--- src/rtl/irq_pkg.sv ---
// -----------------------------------------------------------------------------
// irq_pkg
// Shared constants for the interrupt controller: register-port word indices,
// the bit position of the overflow field inside STATUS/CLEAR, and the default
// number of interrupt sources (the CPU core's interrupt width).
// -----------------------------------------------------------------------------
package irq_pkg;

  // Default source count; must match the core's `interrupts` width.
  localparam int IRQ_NSRC = 4;

  // Register-port word indices (bus_addr).
  localparam int REG_STATUS = 0;  // read-only, pending (+ overflow when enabled)
  localparam int REG_MASK   = 1;  // read/write enable per source
  localparam int REG_CLEAR  = 2;  // write-1-to-clear, reads 0
  localparam int REG_MODE   = 3;  // read/write, 1 = level, 0 = edge

  // LSB of the overflow field in STATUS (read) and CLEAR (write).
  localparam int OVF_LSB = 4;

endpackage : irq_pkg

--- src/rtl/irq_sync.sv ---
// -----------------------------------------------------------------------------
// irq_sync
// Vectorised multi-flop synchroniser. Each bit of i_async passes through
// STAGES flip-flops clocked by clk; o_sync is the last stage. STAGES must be
// at least 2 for metastability protection.
//
// Ports:
//   clk      in   1      destination clock
//   rst      in   1      asynchronous, active-low reset
//   i_async  in   WIDTH  signals asynchronous to clk
//   o_sync   out  WIDTH  synchronised copy, STAGES cycles late
// -----------------------------------------------------------------------------
module irq_sync #(
  parameter int WIDTH  = 1,
  parameter int STAGES = 2
) (
  input  logic             clk,
  input  logic             rst,
  input  logic [WIDTH-1:0] i_async,
  output logic [WIDTH-1:0] o_sync
);

  logic [WIDTH-1:0] r_stage [STAGES];

  // NOTE: every synchroniser stage is reset explicitly; this is a short flop
  // chain, not a RAM, so clearing it costs nothing and keeps stale requests
  // from leaking out of reset.
  always_ff @(posedge clk or negedge rst) begin
    if (!rst) begin
      for (int k = 0; k < STAGES; k++) r_stage[k] <= '0;
    end else begin
      r_stage[0] <= i_async;
      for (int k = 1; k < STAGES; k++) r_stage[k] <= r_stage[k-1];
    end
  end

  assign o_sync = r_stage[STAGES-1];

endmodule : irq_sync

--- src/rtl/irq_ctrl.sv ---
// -----------------------------------------------------------------------------
// irq_ctrl
// Interrupt controller feeding the CPU core's `interrupts` input. Raw
// peripheral requests are synchronised, edge- or level-detected, latched in a
// pending register, gated by a mask and presented to the core. The CPU
// configures and acknowledges it through a 4-word register port:
//   0 STATUS (RO pending), 1 MASK (RW), 2 CLEAR (W1C, reads 0), 3 MODE (RW).
//
// Optional build macro IRQ_OVF_EN: adds a per-source overflow flag, set when
// a new edge arrives while that source is still pending; read in STATUS
// [NSRC+3:4], cleared through CLEAR [NSRC+3:4].
//
// Ports:
//   clk        in   1     system clock
//   rst        in   1     asynchronous, active-low reset
//   irq_raw    in   NSRC  raw request lines, asynchronous to clk
//   bus_sel    in   1     register-port access strobe
//   bus_we     in   1     1 = write, 0 = read (qualified by bus_sel)
//   bus_addr   in   AW    register word index
//   bus_wdata  in   DW    write data
//   bus_rdata  out  DW    read data, registered, holds between reads
//   int_out    out  NSRC  pending & mask, registered
//   int_any    out  1     OR of int_out, registered
//   int_id     out  2     lowest set bit index of int_out (0 when none)
// -----------------------------------------------------------------------------
module irq_ctrl
  import irq_pkg::*;
#(
  parameter int NSRC        = IRQ_NSRC,
  parameter int SYNC_STAGES = 2,
  parameter int AW          = 2,
  parameter int DW          = 32
) (
  input  logic            clk,
  input  logic            rst,
  input  logic [NSRC-1:0] irq_raw,
  input  logic            bus_sel,
  input  logic            bus_we,
  input  logic [AW-1:0]   bus_addr,
  input  logic [DW-1:0]   bus_wdata,
  output logic [DW-1:0]   bus_rdata,
  output logic [NSRC-1:0] int_out,
  output logic            int_any,
  output logic [1:0]      int_id
);

  logic [NSRC-1:0] w_s;             // synchronised requests
  logic [NSRC-1:0] r_s_d;           // w_s delayed one cycle (edge history)
  logic [NSRC-1:0] r_pending;
  logic [NSRC-1:0] r_mask;
  logic [NSRC-1:0] r_mode;
  logic [DW-1:0]   r_rdata;
  logic [NSRC-1:0] r_int_out;
  logic            r_int_any;
  logic [1:0]      r_int_id;

  logic            w_wr;
  logic            w_rd;
  logic [NSRC-1:0] w_set;
  logic [NSRC-1:0] w_clr;
  logic [NSRC-1:0] w_pending_next;
  logic [NSRC-1:0] w_mask_next;
  logic [NSRC-1:0] w_mode_next;
  logic [NSRC-1:0] w_int_next;
  logic [1:0]      w_id_next;
  logic [DW-1:0]   w_status;
  logic [DW-1:0]   w_rdata_next;
  logic            w_unused_wdata;

  irq_sync #(
    .WIDTH  (NSRC),
    .STAGES (SYNC_STAGES)
  ) u_sync (
    .clk     (clk),
    .rst     (rst),
    .i_async (irq_raw),
    .o_sync  (w_s)
  );

  assign w_wr = bus_sel &  bus_we;
  assign w_rd = bus_sel & ~bus_we;

  // Edge mode fires on a rising synchronised edge; level mode fires whenever
  // the line is high. r_s_d tracks in both modes, so a mode switch never
  // fabricates an edge.
  assign w_set = w_s & (r_mode | ~r_s_d);
  assign w_clr = (w_wr && bus_addr == AW'(REG_CLEAR)) ? bus_wdata[NSRC-1:0] : '0;

  // Set wins over a simultaneous clear so no request is ever lost.
  assign w_pending_next = w_set | (r_pending & ~w_clr);
  assign w_mask_next    = (w_wr && bus_addr == AW'(REG_MASK)) ? bus_wdata[NSRC-1:0] : r_mask;
  assign w_mode_next    = (w_wr && bus_addr == AW'(REG_MODE)) ? bus_wdata[NSRC-1:0] : r_mode;

  // Outputs are registered from next-state values so int_out always equals
  // the pending & mask that the same edge commits.
  assign w_int_next = w_pending_next & w_mask_next;

  // NOTE: every variable an always_comb writes gets a default first, so no
  // path leaves it unassigned and no latch is inferred.
  always_comb begin
    w_id_next = '0;
    // Scan downwards so the lowest set index is the last one written.
    for (int i = NSRC - 1; i >= 0; i--) begin
      if (w_int_next[i]) w_id_next = 2'(i);
    end
  end

`ifdef IRQ_OVF_EN
  logic [NSRC-1:0] r_ovf;
  logic [NSRC-1:0] w_ovf_set;
  logic [NSRC-1:0] w_ovf_clr;

  // A fresh edge that lands on a still-pending, not-being-cleared source
  // means an interrupt was coalesced; record it.
  assign w_ovf_set = w_set & ~r_mode & r_pending & ~w_clr;
  assign w_ovf_clr = (w_wr && bus_addr == AW'(REG_CLEAR)) ? bus_wdata[OVF_LSB +: NSRC] : '0;

  always_ff @(posedge clk or negedge rst) begin
    if (!rst) r_ovf <= '0;
    else      r_ovf <= w_ovf_set | (r_ovf & ~w_ovf_clr);
  end

  always_comb begin
    w_status                   = '0;
    w_status[NSRC-1:0]         = r_pending;
    w_status[OVF_LSB +: NSRC]  = r_ovf;
  end
`else
  always_comb begin
    w_status           = '0;
    w_status[NSRC-1:0] = r_pending;
  end
`endif

  // Reads sample the registers as they were before the access edge.
  always_comb begin
    w_rdata_next = '0;
    case (bus_addr)
      AW'(REG_STATUS): w_rdata_next = w_status;
      AW'(REG_MASK):   w_rdata_next[NSRC-1:0] = r_mask;
      AW'(REG_MODE):   w_rdata_next[NSRC-1:0] = r_mode;
      default:         w_rdata_next = '0;  // CLEAR reads as zero
    endcase
  end

  // Only the low bits (and the overflow field when built) of the write data
  // carry meaning; the rest is intentionally ignored.
  assign w_unused_wdata = ^bus_wdata;

  // NOTE: state registers use non-blocking assignments so every flop samples
  // pre-edge values regardless of statement order.
  always_ff @(posedge clk or negedge rst) begin
    if (!rst) begin
      r_s_d     <= '0;
      r_pending <= '0;
      r_mask    <= '0;
      r_mode    <= '0;
      r_rdata   <= '0;
      r_int_out <= '0;
      r_int_any <= 1'b0;
      r_int_id  <= '0;
    end else begin
      r_s_d     <= w_s;
      r_pending <= w_pending_next;
      r_mask    <= w_mask_next;
      r_mode    <= w_mode_next;
      r_int_out <= w_int_next;
      r_int_any <= |w_int_next;
      r_int_id  <= w_id_next;
      if (w_rd) r_rdata <= w_rdata_next;
    end
  end

  assign bus_rdata = r_rdata;
  assign int_out   = r_int_out;
  assign int_any   = r_int_any;
  assign int_id    = r_int_id;

endmodule : irq_ctrl
--- config.mk ---
export PLATFORM = sky130hd
export DESIGN_NAME = irq_ctrl
export DESIGN_NICKNAME = d
export VERILOG_FILES = /design/src/rtl/irq_pkg.sv /design/src/rtl/irq_sync.sv /design/src/rtl/irq_ctrl.sv
export SDC_FILE = /design/constraint.sdc
export NUM_CORES = 1
export LEC_CHECK = 0
export CAP_MARGIN = 20
export CORE_ASPECT_RATIO = 0.5
export CORE_MARGIN = 2
export CORE_UTILIZATION = 35
export DETAILED_ROUTE_END_ITERATION = 8
export GPL_ROUTABILITY_DRIVEN = 0
export PLACE_DENSITY = 0.7
export SLEW_MARGIN = 40
export SYNTH_ARGS = -nofsm -noshare
export SYNTH_HDL_FRONTEND = slang
export SYNTH_SLANG_ARGS = --single-unit
--- constraint.sdc ---
create_clock -name clk -period 1.65 [get_ports clk]
set_input_delay 0.4125 -clock clk [delete_from_list [all_inputs] [get_ports clk]]
set_output_delay 0.4125 -clock clk [all_outputs]
set_load 0.005 [all_outputs]
# Word-level counts from Yosys, hierarchy flattened
# Index checks and enable logic that the tools add are counted.
dict set report word_totals {
  mem_count 0
  ff_bits 35
  mem_bits_rw 0
  inputBits 42
  latch_bits 0
  mem_bits_ro 0
}
dict set report classes {
  n_reduce_logical 5
  n_bitwise 10
  n_mux 7
  n_addsub 0
  n_mul 0
  n_lt_le_gt_ge 0
  n_shift 0
  div_mod_pow 0
  eq_ne 3
}
# op n
set ops {}
lappend ops {{AND 4 bit} 3}
lappend ops {{one-hot mux 4 bit (3 select lines)} 1}
lappend ops {{2-to-1 mux 2 bit} 4}
lappend ops {{2-to-1 mux 4 bit} 2}
lappend ops {{inverter 4 bit} 2}
lappend ops {{OR 4 bit} 2}
lappend ops {{== test 2 bit (second input constant)} 2}
lappend ops {{OR reduction 4 bit} 1}
lappend ops {{logical AND 1 bit} 3}
lappend ops {{AND 1 bit} 2}
lappend ops {{== test 2 x 1 -> 1 bit (second input constant)} 1}
lappend ops {{zero test 2 bit} 1}
lappend ops {{inverter 1 bit} 1}

# Logic depth before layout (Yosys ltp)
dict set report logic_depth {
  depth_word 11
  mapped_depth 6
  mapped_depth_nobuf 5
}

# Modules after synthesis
# A second synthesis with hierarchy kept.
dict set report unflattened {
  cells_unflattened 128
  hier_area_um2 1610.3
}
# module cells_per_inst n_inst area_each_um2 seq_area_each_um2
set by_module_without_submodules {}
lappend by_module_without_submodules {irq_ctrl 116 1 1380.1 675.6}
lappend by_module_without_submodules {irq_sync 12 1 230.2 200.2}

# Least setup slack after synthesis
# Ideal clock, no wire load.
dict set report synth_path {
  path_kind {input to register}
  from {input bus_addr[0]}
  to {register r_int_any (netlist: int_any)}
  path_buffers 1
  setup_slack_ns 0.142
  setup_time_ns 0.128
  t_required_ns 1.522
  path_stages 5
  arrival_ns 1.380
  cell_sequence {buf_6 nand4b_4 a221o_1 o2bb2a_4 nand3b_1}
}
dict set report synth_between {
  elab_chain_cells 8
}
# element line_no
set synth_lines {}
lappend synth_lines {{start: declaration} irq_ctrl.sv:39} ;# input logic [AW-1:0] bus_addr,
lappend synth_lines {{== test 2 bit} irq_ctrl.sv:87} ;# assign w_clr = (w_wr && bus_addr == AW'(REG_CLEAR)) ? bus_wdata[NSRC-1:0] : '0;
lappend synth_lines {{logical AND 1 bit} irq_ctrl.sv:87}
lappend synth_lines {{2-to-1 mux 4 bit} irq_ctrl.sv:87}
lappend synth_lines {{inverter 4 bit} irq_ctrl.sv:90} ;# assign w_pending_next = w_set | (r_pending & ~w_clr);
lappend synth_lines {{AND 4 bit} irq_ctrl.sv:90}
lappend synth_lines {{OR 4 bit} irq_ctrl.sv:90}
lappend synth_lines {{named net w_pending_next[3]} irq_ctrl.sv:61} ;# logic [NSRC-1:0] w_pending_next;
lappend synth_lines {{AND 4 bit} irq_ctrl.sv:96} ;# assign w_int_next = w_pending_next & w_mask_next;
lappend synth_lines {{OR reduction 4 bit} irq_ctrl.sv:168} ;# r_int_any <= |w_int_next;
lappend synth_lines {{end signal: assignment} irq_ctrl.sv:168}
lappend synth_lines {{end: declaration} irq_ctrl.sv:54} ;# logic r_int_any;
# The timed path passes the listed nets, and every way through them passes these cells.
# A chain may end at the register's enable or synchronous reset.

# Worst setup path in the final report
dict set report layout_path {
  from {register r_rdata[3] (netlist: bus_rdata[3])}
  to {output bus_rdata[3]}
}
# element line_no
set layout_rtl {}
lappend layout_rtl {{start: declaration} irq_ctrl.sv:52} ;# logic [DW-1:0] r_rdata;
lappend layout_rtl {{start signal: assignment} irq_ctrl.sv:170} ;# if (w_rd) r_rdata <= w_rdata_next;
lappend layout_rtl {{end: declaration} irq_ctrl.sv:41} ;# output logic [DW-1:0] bus_rdata,
# No word-level cell between the ends.

==> impl_metrics.py <==
metrics = {
    "power": {
        "p_comb_frac": 0.200,
        "power_density_nw_per_um2": 1120,
        "leakage_nw": 0.912,
        "seqPwrFrac": 0.470,
        "power_mw": 2.19,
        "switchingPower_mw": 0.514,
        "p_sw_frac": 0.234,
        "p_int_mw": 1.68,
        "ir_drop_mv": 0.400,
        "clkPwrFrac": 0.330,
    },
    "detailed_routing": {
        "vias": 932,
        "ant_nets": 0,
        "drtIter0Drc": 26,
        "routedWlPerCell_um": 10.7,
        "drt_pre_antenna_iters": 4,
        "drt_wl_total_mm": 2.36,
        "drc": 0,
        "routed_via_density": 4.24,
    },
    "clock_network": {
        "clockBufferDepth": 2,
        "postCtsHoldBufs": 0,
        "clkSinkCount": 35,
        "cts_buffers": 5,
        "cts_tree": "yes",
        "cts_max_level": 2,
        "clkTransAtPathRegs_ps": 60,
        "clk_latency_ps": 280,
        "cts-root-buf": "clkbuf_8",
    },
    "global_routing": {
        "antenna_found_initial": 0,
        "grt_start_max_net_pins": 36,
        "grt_pass1_vias": 850,
        "grt-ovfl-total": 0,
        "grt_use_total": 0.101,
        "grt_pass1_wl_mm": 3.94,
    },
    "synth": {
        "synth_top_flop_cell": "dfrtp_1",
        "syn_inst": 124,
        "synth_area_sq_um": 1580,
        "synth.distinct_cells": 30,
        "async_reset_ff_frac": 1.00,
        "synth_edf_count": 0,
        "ys_seq_area_frac": 0.554,
        "syn_area_per_cell_sq_um": 12.7,
        "synth_seq_cells": 35,
        "yosys_warnings": 0,
    },
    "sta": {
        "fmax_ghz": 0.642,
        "finClkSkew_ps": 5.28,
        "finalCritPeriodShare": 0.945,
        "finalHoldViolations": 0,
        "setup_viol": 0,
        "rsz0062_at_grt": "false",
        "fin_tns_setup_ps": 0,
        "finalMaxSlewViolations": 0,
        "post-route-min-period_ps": 1560,
    },
    "floorplan": {
        "io_pins": 81,
        "die_width_um": 99.0,
        "core_sq_um": 4360,
        "initial_core_util": 0.362,
        "row_count": 17,
        "die-area_sq_um": 5100,
        "dieHeight_um": 51.5,
    },
    "critical_path": {
        "crit_arrival_ps": 1150,
        "critPathSlowestCell": "clkdlybuf4s50_1",
        "critPathMaxFanout": 2,
        "critPathMaxStageDelay_ps": 520,
        "critPathCaptureType": "output port",
        "crit_path_start_kind": "register",
        "crit_family": "buffers and inverters",
        "setup.worst_path.start": "bus_rdata[3]",
        "r2r-start": "r_mode[3]",
        "worst-path-buf-inv": 1,
        "crit_path_cell_trace": "clkdlybuf4s50_1",
        "required_ps": 1240,
        "setup.worst_path.class": "register to output port",
    },
    "finish": {
        "num-nets-final": 205,
        "antenna-diode-count": 0,
        "final_common_cell": "dfrtp_1",
        "final_cells": 220,
        "final_cell_mix": "35 x dfrtp_1, 28 x conb_1, 20 x clkdlybuf4s50_1",
        "drive_gt1_frac": 0.221,
        "synthToLayoutAreaGrowth_pct": 23.8,
    },
    "placed_design": {
        "dp_cells": 212,
        "io_buffer_count": 24,
        "hpwl_mm": 1.81,
    },
    "job": {
        "maxCapViolCount": 0,
    },
    "hold_path": {
        "hold_class": "register to register",
        "hp-start": "u_sync.r_stage[4]",
    },
    "run_status": {
        "status": "complete, no violations",
    },
}
-- sequential cells by signal, summed over array words and instances, names as in the netlist, 2 cells and up --
signal / count
bus_rdata: 4
u_sync.o_sync: 4
u_sync.r_stage: 4
int_id: 2
r_mode: 4
r_pending: 4
r_s_d: 4
r_mask: 4
int_out: 4
-- layout make-up --
cell class	instances	area [sq um]
repair buffers	35	330
multi-input cells	79	547
flip-flops and latches	35	876
well taps	57	71.3
inverters	7	26.3
clock buffers	5	68.8
clock inverters	2	37.5
fillers	400	2400
-- worst paths after layout --
path / endpoint / slack, ps / cells after the start
worst max-delay path: bus_rdata[3] / 90 / 1
worst min register to register: u_sync.o_sync[0] / 350 / 0
max in group asynchronous: u_sync.r_stage[4] / 980 / 2
min in group asynchronous: u_sync.o_sync[1] / 490 / 2
worst max register to register: int_any / 350 / 4
worst min-delay path: u_sync.o_sync[0] / 350 / 0
-- power groups by stage --
stage	Clock (mW)	Combinational, mW	Sequential, mW
2_1_floorplan	0	0.263	1.04
3_3_place_gp	0	0.439	1.04
3_5_place_dp	0	0.443	1.05
4_1_cts	0.751	0.443	1.03
5_1_grt	0.782	0.485	1.05
6_report	0.725	0.438	1.03
-- layer usage --
metal,GRT usage,up-vias,share of wire,wire length [um]
met5,0,-,0,0
met4,0.0342,0,0,0
met3,0.0336,0,0.083,197
met2,0.171,48,0.49,1160
met1,0.124,444,0.43,1010
li1,-,440,-,-
-- cell usage after synthesis, drive strengths merged (2+ instances only) --
master | count | area (sq um)
nand4b | 2 | 47.6
nor2 | 2 | 7.51
buf | 30 | 233
mux2 | 10 | 120
nor2b | 2 | 12.5
inv | 7 | 26.3
nand2 | 6 | 22.5
dfrtp | 35 | 876
nand2b | 2 | 12.5
a22oi | 4 | 30.0
o21ai | 8 | 43.8
a21boi | 2 | 26.3
-- repair_timing --
action	CTS	global route
endpoints found under the hold margin	0	0
gates resized for setup	4	0
endpoints found under the setup margin	3	0
setup buffers	1	0
-- metrics by stage --
stage | utilization | setup WS [ps] | hold slack (ps) | cell area, sq um
CTS | 0.449 | 72.8 | 351 | 1960
detailed placement | 0.424 | -398 | 337 | 1850
finish | 0.449 | 91.4 | 348 | 1960
global placement | 0.424 | -381 | 334 | 1850
floorplan | - | 142 | 117 | 1680
global route | 0.449 | 49.8 | 354 | 1960
-- kinds of logic after synthesis --
kind of cell | Yosys count | synth area share
compound gates | 20 | 0.105
buf+inv | 37 | 0.164
flops | 35 | 0.554
mux | 11 | 0.0823
other cells | 1 | 0.00237
simple gates | 20 | 0.0926
Note: power is estimated with default switching activity, not from simulation.
